**src/rtl/mult_pkg.sv**
```systemverilog
// Shared types and constants for the radix-4 serial-parallel multiplier.
// Optional build macro: MULT_EARLY_TERM_EN (early completion when the
// remaining multiplier bits are all zero).
package mult_pkg;

    // Default operand width; must be even and >= 4.
    localparam int DEF_DATA_WIDTH = 32;

    typedef enum logic [1:0] {
        IDLE = 2'd0,
        BUSY = 2'd1,
        DONE = 2'd2
    } state_t;

    // Number of radix-4 steps for a given operand width.
    function automatic int steps_f(input int w);
        return w / 2;
    endfunction

    // Step counter width for a given operand width (at least one bit).
    function automatic int cnt_w_f(input int w);
        return (w / 2 > 1) ? $clog2(w / 2) : 1;
    endfunction

    localparam int DEF_STEPS = steps_f(DEF_DATA_WIDTH);
    localparam int DEF_CNT_W = cnt_w_f(DEF_DATA_WIDTH);

endpackage

```
**src/rtl/mult_r4_step.sv**
```systemverilog
// One radix-4 shift-add step: selects 0/A/2A/3A by the 2-bit digit, shifts
// it into position 2k and adds it to the running accumulator.
module mult_r4_step
    import mult_pkg::*;
#(
    parameter int DATA_WIDTH = DEF_DATA_WIDTH,
    parameter int CNT_W      = DEF_CNT_W
) (
    input  logic [DATA_WIDTH-1:0]   a,
    input  logic [DATA_WIDTH+1:0]   a3,
    input  logic [1:0]              d,
    input  logic [2*DATA_WIDTH-1:0] acc,
    input  logic [CNT_W-1:0]        k,
    output logic [2*DATA_WIDTH-1:0] acc_next
);

    logic [DATA_WIDTH+1:0]   pp;
    logic [2*DATA_WIDTH-1:0] pp_ext;
    logic [CNT_W:0]          shamt;

    // Partial product selected by the current multiplier digit.
    always_comb begin
        pp = '0;
        case (d)
            2'd0:    pp = '0;
            2'd1:    pp = {2'b00, a};
            2'd2:    pp = {1'b0, a, 1'b0};
            default: pp = a3;
        endcase
    end

    assign pp_ext   = {{(DATA_WIDTH-2){1'b0}}, pp};
    assign shamt    = {k, 1'b0};
    // The full product fits in 2*DATA_WIDTH bits, so the sum never wraps.
    assign acc_next = acc + (pp_ext << shamt);

endmodule

```
**src/rtl/serial_parallel_mult.sv**
```systemverilog
// Unsigned DATA_WIDTH x DATA_WIDTH multiplier, multiplier consumed 2 bits
// per clock. Fixed latency of DATA_WIDTH/2 edges by default.
// Optional build macro: MULT_EARLY_TERM_EN -- finish as soon as the
// unconsumed multiplier bits are all zero (1 .. DATA_WIDTH/2 edges).
//
// Handshake: i_valid is a one-cycle operand strobe, taken only in IDLE or
// DONE (there is no ready; strobes while BUSY are dropped). o_valid is a
// level that rises on the completion edge and stays high, with o_c stable,
// until the edge that accepts the next operands.
module serial_parallel_mult
    import mult_pkg::*;
#(
    parameter int DATA_WIDTH = DEF_DATA_WIDTH
) (
    input  logic                    clk,
    input  logic                    rst,
    input  logic [DATA_WIDTH-1:0]   i_a,
    input  logic [DATA_WIDTH-1:0]   i_b,
    input  logic                    i_valid,
    output logic                    o_valid,
    output logic [2*DATA_WIDTH-1:0] o_c,
    output state_t                  dbg_state
);

    localparam int STEP_CNT = steps_f(DATA_WIDTH);
    localparam int CW       = cnt_w_f(DATA_WIDTH);

    state_t                  state_q;
    logic [DATA_WIDTH-1:0]   a_q;
    logic [DATA_WIDTH-1:0]   b_q;
    logic [DATA_WIDTH+1:0]   a3_q;
    logic [2*DATA_WIDTH-1:0] acc_q;
    logic [CW-1:0]           cnt_q;

    logic [1:0]              digit;
    logic [2*DATA_WIDTH-1:0] acc_next;
    logic                    last_step;

    assign digit = b_q[{cnt_q, 1'b0} +: 2];

    mult_r4_step #(
        .DATA_WIDTH (DATA_WIDTH),
        .CNT_W      (CW)
    ) u_step (
        .a        (a_q),
        .a3       (a3_q),
        .d        (digit),
        .acc      (acc_q),
        .k        (cnt_q),
        .acc_next (acc_next)
    );

`ifdef MULT_EARLY_TERM_EN
    logic [CW+1:0] rem_sh;
    logic          rem_zero;

    // Bits above the digit consumed this cycle; if none are set, this step is the last.
    assign rem_sh    = {1'b0, cnt_q, 1'b0} + (CW+2)'(2);
    assign rem_zero  = ((b_q >> rem_sh) == '0);
    assign last_step = (cnt_q == CW'(STEP_CNT-1)) || rem_zero;
`else
    assign last_step = (cnt_q == CW'(STEP_CNT-1));
`endif

    assign dbg_state = state_q;

    // Control FSM plus operand, accumulator, counter and result registers.
    always_ff @(posedge clk) begin
        if (rst) begin
            state_q <= IDLE;
            a_q     <= '0;
            b_q     <= '0;
            a3_q    <= '0;
            acc_q   <= '0;
            cnt_q   <= '0;
            o_c     <= '0;
            o_valid <= 1'b0;
        end else begin
            case (state_q)
                IDLE, DONE: begin
                    if (i_valid) begin
                        a_q     <= i_a;
                        b_q     <= i_b;
                        a3_q    <= {2'b00, i_a} + {1'b0, i_a, 1'b0};
                        acc_q   <= '0;
                        cnt_q   <= '0;
                        o_valid <= 1'b0;
                        state_q <= BUSY;
                    end
                end
                BUSY: begin
                    acc_q <= acc_next;
                    cnt_q <= cnt_q + CW'(1);
                    if (last_step) begin
                        o_c     <= acc_next;
                        o_valid <= 1'b1;
                        state_q <= DONE;
                    end
                end
                default: state_q <= IDLE;
            endcase
        end
    end

endmodule

```
**config.mk**
```make
export PLATFORM = sky130hd
export DESIGN_NAME = serial_parallel_mult
export DESIGN_NICKNAME = d
export VERILOG_FILES = /design/src/rtl/mult_pkg.sv /design/src/rtl/mult_r4_step.sv /design/src/rtl/serial_parallel_mult.sv
export SDC_FILE = /design/constraint.sdc
export NUM_CORES = 1
export LEC_CHECK = 0
export BUFFER_PORTS_ARGS = -buffer_cell sky130_fd_sc_hd__buf_4
export CORE_MARGIN = 1.5
export CORE_UTILIZATION = 55
export CTS_CLUSTER_DIAMETER = 80
export DETAILED_ROUTE_END_ITERATION = 6
export PLACE_DENSITY = 0.74
export SLEW_MARGIN = 20
export SYNTH_ARGS = -nofsm -noshare
export SYNTH_HDL_FRONTEND = slang
export SYNTH_SLANG_ARGS = --single-unit
export TNS_END_PERCENT = 5
```
**constraint.sdc**
```tcl
create_clock -name clk -period 5.2 [get_ports clk]
set_input_delay 0.78 -clock clk [delete_from_list [all_inputs] [get_ports clk]]
set_output_delay 0.78 -clock clk [all_outputs]
set_load 0.01 [all_outputs]
```
==> results of run 1 <==
[what timing repair did]
action                                  4_1_cts  5_1_grt
pin swaps                                    10       54
gates cloned                                  0        1
resized for setup                            71      191
endpoints found under the setup margin       92       99
setup buffers                                13       31
[worst min path at each step]
| stage | start | to | slack, ps | cells past startpoint |
|---|---|---|---|---|
| after floorplan | a3_q[19] | a3_q[19] | 430 | 2 |
| after global placement | o_c[26] | o_c[26] | 440 | 2 |
| after detailed placement | o_valid | o_valid | 450 | 2 |
| after CTS | o_valid | o_valid | 460 | 2 |
| after global routing | i_b[29] | b_q[29] | 470 | 3 |
| final | o_c[33] | o_c[33] | 450 | 2 |
[power by group]
| group | total, mW | switching (mW) | internal [mW] |
|---|---|---|---|
| logic | 0.940 | 0.533 | 0.406 |
| clock network | 1.94 | 0.795 | 1.14 |
| registers | 1.90 | 0.0617 | 1.84 |
[critical path: stages, from the launching register on]
cell       delay (ps)
dfxtp_4           410
mux4_2            530
mux4_2            570
buf_12            190
buf_12            150
mux2i_1           260
o2bb2ai_2         140
mux2i_2           220
mux2i_1           170
mux2i_2           260
buf_4             160
mux2i_1            70
ha_1              370
nand4_1           130
or3_4             400
or2_4             280
a211oi_4          250
nor3_4            120
o41ai_4           380
buf_4             190
a311oi_2          100
xnor2_1           170
a22o_1            240
[final cells by class]
cell class	count	area share, %
Clock inverter	14	0.705
Timing Repair Buffer	529	18.1
Sequential cell	232	20.6
Clock buffer	34	3.25
Multi-Input combinational cell	1736	54.4
Tap cell	390	2.17
Inverter	45	0.750
[cell families (layout without fill, tap and decap cells)]
logic type	count (synthesis)	count (layout)
AOI/OAI and AO/OA	677	677
muxes	115	115
buffers and inverters	191	622
adders and majority gates	99	99
DFF	232	232
and+or+nand+nor	777	777
xor gates and xnor gates	68	68
[Yosys cell counts (6+ instances only)]
cell type / instances
or3_1: 17
o221ai_1: 10
o21a_1: 16
and2_1: 18
a21oi_1: 247
nor4_1: 6
xnor2_1: 42
a32o_1: 7
nand3b_1: 8
inv_1: 42
nand3_1: 57
o21ai_1: 14
a22o_1: 18
a21boi_0: 6
nand2b_1: 6
mux4_2: 8
o31ai_1: 10
o211ai_1: 19
buf_1: 13
a21o_1: 47
mux2_2: 12
clkbuf_1: 118
a211oi_1: 34
xor2_1: 26
and3_1: 15
and4_1: 6
mux2i_1: 91
ha_1: 97
o21ai_0: 91
a22oi_1: 43
a31oi_1: 17
nor2b_1: 15
dfxtp_1: 232
nor3_1: 32
nand4_1: 25
nand2_1: 366
o22ai_1: 8
o21bai_1: 17
nor2_1: 183
o2bb2ai_1: 25
buf_2: 7
[sequential cells by signal (all words and copies together), names as in the netlist]
register	cells
acc_q	64
o_c	64
a3_q	33
a_q	32
b_q	32
cnt_q	4
dbg_state	2
o_valid	1
[routing by layer]
layer  wire length, µm  track usage [%]  up-vias
li1                  -                -     8671
met1             24600             46.1     8647
met2             27400             59.4      693
met3              3470             3.51      144
met4              1940             9.86        0
met5                 0                0        -
[metrics by stage]
stage               util, %  hold WS (ps)
floorplan                 -           432
global placement       67.9           442
detailed placement     67.9           448
CTS                    72.2           457
global route           76.4           471
finish                 76.4           453
==> results.cfg, run 1 <==
[layout]
layout-drive-gt1-share_pct = 30.9
area_growth_syn_to_layout_pct = 37.5
n_antenna_cell = 0
mostFrequentLayoutCell = buf_4
final_nets = 2736
stdcell_area_mm2 = 0.0225
stdcell_count = 2980
fillers = 2243
seqCellArea_mm2 = 0.00465
multi_input_area_mm2 = 0.0122
final_cell_mix = buf_4, nand2_1, dfxtp_1, a21oi_1, nor2_1

[power_and_ir_drop]
power_mw = 4.78
ir_worst_vdd_mv = 0.277
powerDensity_mw_per_mm2 = 212
leakagePower_nw = 9.58

[worst_setup_path]
critPathArrivalTime_ps = 6320
path_max_fanout = 8
worst-setup-path-type = register to register
timing.rr.end = acc_q[62]
cp.required_ps = 5650
rrSetupSlack_ps = -670
setup.worst_path.end = acc_q[62]
setup.worst_path.start = cnt_q[0]
rr_worst_depth = 22
r2r-start = cnt_q[0]
crit_path_end_kind = register
cp-start-kind = register

[floorplan]
dieArea_mm2 = 0.0308
pin_count = 134
die_w_um = 176
die_h_um = 176
initial_core_util_pct = 55.6
core_mm2 = 0.0295
fp-row-count = 63

[synth]
yosysSeqAreaShare_pct = 28.3
yosys.area.top_type = dfxtp_1
yosys.area_share.simple_pct = 21.0
synth_top_family_by_area = compound AO/OA/AOI/OAI gates
synth_xor_area_share_pct = 3.64
postSynthCellCount = 2159
yosysWarnings = 0
synth-compound-area-share_pct = 26.5
synth-edff-count = 0
ys_ff_latch = 232
synth_cell_types = 81
async_flop_share_pct = 0
syn_nets = 2325
syn_area_per_cell_um2 = 7.59
synth_area_leaders = dfxtp_1, nand2_1, a21oi_1, ha_1, mux2i_1
yosys-mux-area-fraction_pct = 8.13
syn_area_mm2 = 0.0164
synth_fa_ha_area_share_pct = 7.65
synth_top_area_share_pct = 28.3
ys.flop_type = dfxtp_1

[global_routing]
antenna_found_initial = 0
grt_max_degree = 75
grt_pass1_wl_um = 87000
grt_pass1_vias = 16700
grt.total_usage_pct = 34.6
grt_remaining_overflow = 0

[outcome]
violations = setup timing
status = finished, violations left

[cts]
clock_latency_ps = 560
cts_buffers = 26
cts_hold_buf = 0
cts_buffer_depth = 3
htreeDepth = 1
clk_pin_slew_ps = 60
cts_tree = yes
cts_num_sinks = 232
root_buffer = clkbuf_16

[run]
maxCapViolations = 0

[placement]
dpl_cell_area_mm2 = 0.0200
place_ws_ps = -922
numPlacedInstances = 2888
port_buffers = 133
place_congestion = 0.991
place_hpwl_um = 41100

[route]
vias_per_cell = 6.09
drc_errors = 0
drtIter0Drc = 1503
drtAntennaViolNets = 0
vias = 18200
totalWireLength_um = 57400
firstDrtPassIters = 5
wire_per_inst_um = 19.3

[timing]
min_period_ps = 5870
fin_crit_sh_pct = 113
tightest_slew_ps = 1160
slew_violations = 0
rsz0062_at_grt = true
tns_ps = -28750
fmax_mhz = 170
hold_viol = 0
setup_slack_ps = -671
skew_ps = 20.4
setup_viol_count_final = 83
slew_headroom_pct = 22.8

[hold_path]
min_path_type = register to register
Power figures use the tool's default switching activity.
==> inputs of run 2 (changes only) <==
--- a/config.mk
+++ b/config.mk
@@ -10,7 +10,7 @@
 export CORE_UTILIZATION = 55
 export CTS_CLUSTER_DIAMETER = 80
 export DETAILED_ROUTE_END_ITERATION = 6
-export PLACE_DENSITY = 0.74
+export PLACE_DENSITY = 0.71
 export SLEW_MARGIN = 20
 export SYNTH_ARGS = -nofsm -noshare
 export SYNTH_HDL_FRONTEND = slang
==> constraint.sdc (replaced) <==
create_clock -name clk -period 5.6 [get_ports clk]
set_input_delay 0.84 -clock clk [delete_from_list [all_inputs] [get_ports clk]]
set_output_delay 0.84 -clock clk [all_outputs]
set_load 0.01 [all_outputs]
==> run 2 against run 1 <==
The run still ends with setup timing left. First-iteration DRC count shrank 16%. Largest cell class unchanged. Combinational power shrank 15%. Cell count shrank 3.0%. Global-route usage grew 0.27 points. Sequential share of layout area grew 1.1 points. Core utilization shrank 3.9 points. Clock-buffer cell count grew 1. Routed wire length shrank 3.7%. Critical path depth grew 2. Sequential cell count is the same. Clock skew grew 5.4 ps. Via count shrank 3.4%.
==> results.cfg, run 2 (synthesis results as in run 1) <==
[outcome]
status = finished, violations left
violations = setup timing

[floorplan]
dieArea_mm2 = 0.0308
pin_count = 134
initial_core_util_pct = 55.6
core_mm2 = 0.0295
die_w_um = 176
fp-row-count = 63
die_h_um = 176

[timing]
setup_viol_count_final = 26
rsz0062_at_grt = true
min_period_ps = 5780
fmax_mhz = 173
fin_crit_sh_pct = 103
hold_viol = 0
slew_headroom_pct = 24.8
slew_violations = 0
skew_ps = 25.8
setup_slack_ps = -178
tightest_slew_ps = 1130

[worst_setup_path]
crit_path_end_kind = register
cp-start-kind = register
path_max_fanout = 10
cp.required_ps = 6050
rrSetupSlack_ps = -180
worst-setup-path-type = register to register
critPathArrivalTime_ps = 6230

[global_routing]
grt_remaining_overflow = 0
grt.total_usage_pct = 34.9
grt_max_degree = 104
grt_pass1_vias = 16900
antenna_found_initial = 0
grt_pass1_wl_um = 87700

[route]
vias = 17500
drc_errors = 0
vias_per_cell = 6.07
drtAntennaViolNets = 0
totalWireLength_um = 55300
wire_per_inst_um = 19.1
firstDrtPassIters = 7
drtIter0Drc = 1259

[layout]
reg.largest.list = acc_q: 64 flops, o_c: 64 flops, a3_q: 33 flops
n_antenna_cell = 0
final_nets = 2650
area_growth_syn_to_layout_pct = 30.5
layout-drive-gt1-share_pct = 26.3
stdcell_count = 2890
mostFrequentLayoutCell = buf_4
final_cell_mix = buf_4, nand2_1, a21oi_1, dfxtp_1, nor2_1

[cts]
cts_tree = yes
htreeDepth = 1
clk_pin_slew_ps = 60
clock_latency_ps = 560
cts_hold_buf = 0
root_buffer = clkbuf_16
cts_num_sinks = 232
cts_buffers = 26
cts_buffer_depth = 3

[placement]
place_congestion = 0.973
place_ws_ps = -835
numPlacedInstances = 2820
port_buffers = 133
place_hpwl_um = 40600

[power_and_ir_drop]
ir_worst_vdd_mv = 0.244
power_mw = 4.42
powerDensity_mw_per_mm2 = 207
leakagePower_nw = 9.03

[hold_path]
min_path_type = register to register

[run]
maxCapViolations = 0
-- run 2: metrics by stage --
step                cell area [µm²]  TNS (ps)  hold slack [ps]  utilization, %
CTS                           21100      -628              450            71.5
detailed placement            19500    -19310              445            66.0
floorplan                     16400         0              432               -
global route                  21400    -12920              473            72.5
global placement              19500    -13370              440            66.0
finish                        21400     -2350              449            72.5
-- run 2: cell type report --
type                            instances  area [µm²]
Clock inverter                          9         158
Sequential cell                       232        4650
Timing Repair Buffer                  443        3410
Inverter                               45         169
Fill cell                            2445        8100
Multi-Input combinational cell       1736       11700
Tap cell                              390         488
Clock buffer                           35         766
-- run 2: routing by layer --
| metal | vias up | wire (µm) | track usage, % |
|---|---|---|---|
| li1 | 8486 | - | - |
| met1 | 8337 | 24200 | 46.6 |
| met2 | 602 | 26100 | 59.9 |
| met3 | 118 | 3270 | 2.94 |
| met4 | 0 | 1660 | 10.5 |
| met5 | - | 0 | 0 |
-- run 2: worst max-delay path, stage by stage, from the launching register on --
cell and delay [ps]:
dfxtp_4 400, mux4_2 520, mux4_2 570, buf_12 180
buf_16 150, mux2i_2 200, o2bb2ai_2 130, mux2i_2 230
mux2i_2 150, mux2i_1 310, o22ai_1 150, buf_4 190
ha_4 280, inv_1 50, o21bai_1 130, a21oi_1 110
nor4b_1 150, buf_4 140, o31a_1 290, buf_4 170
or4_4 540, nand4_1 160, buf_4 130, nand3_1 60
a32o_1 250
-- run 2: report_power, final --
group | total, mW | internal, mW | switching [mW] | leakage (nW)
clock | 1.86 | 1.14 | 0.720 | 0.448
sequential | 1.76 | 1.71 | 0.0508 | 1.89
combinational | 0.800 | 0.333 | 0.467 | 6.70
total | 4.42 | 3.18 | 1.24 | 9.03
-- run 2: path summary, 6_finish.rpt --
path	from	to	cells after the start
max reg2reg	cnt_q[0]	acc_q[61]	24
min	a3_q[24]	a3_q[24]	2
max	cnt_q[0]	acc_q[61]	24
min reg2reg	a3_q[24]	a3_q[24]	2
-- run 2: what timing repair did --
item,in CTS,in global routing
cloned,1,0
endpoints found under the setup margin,70,75
gates resized for setup,117,57
buffers inserted,23,2
endpoints found under the hold margin,0,0
pin swaps,24,14
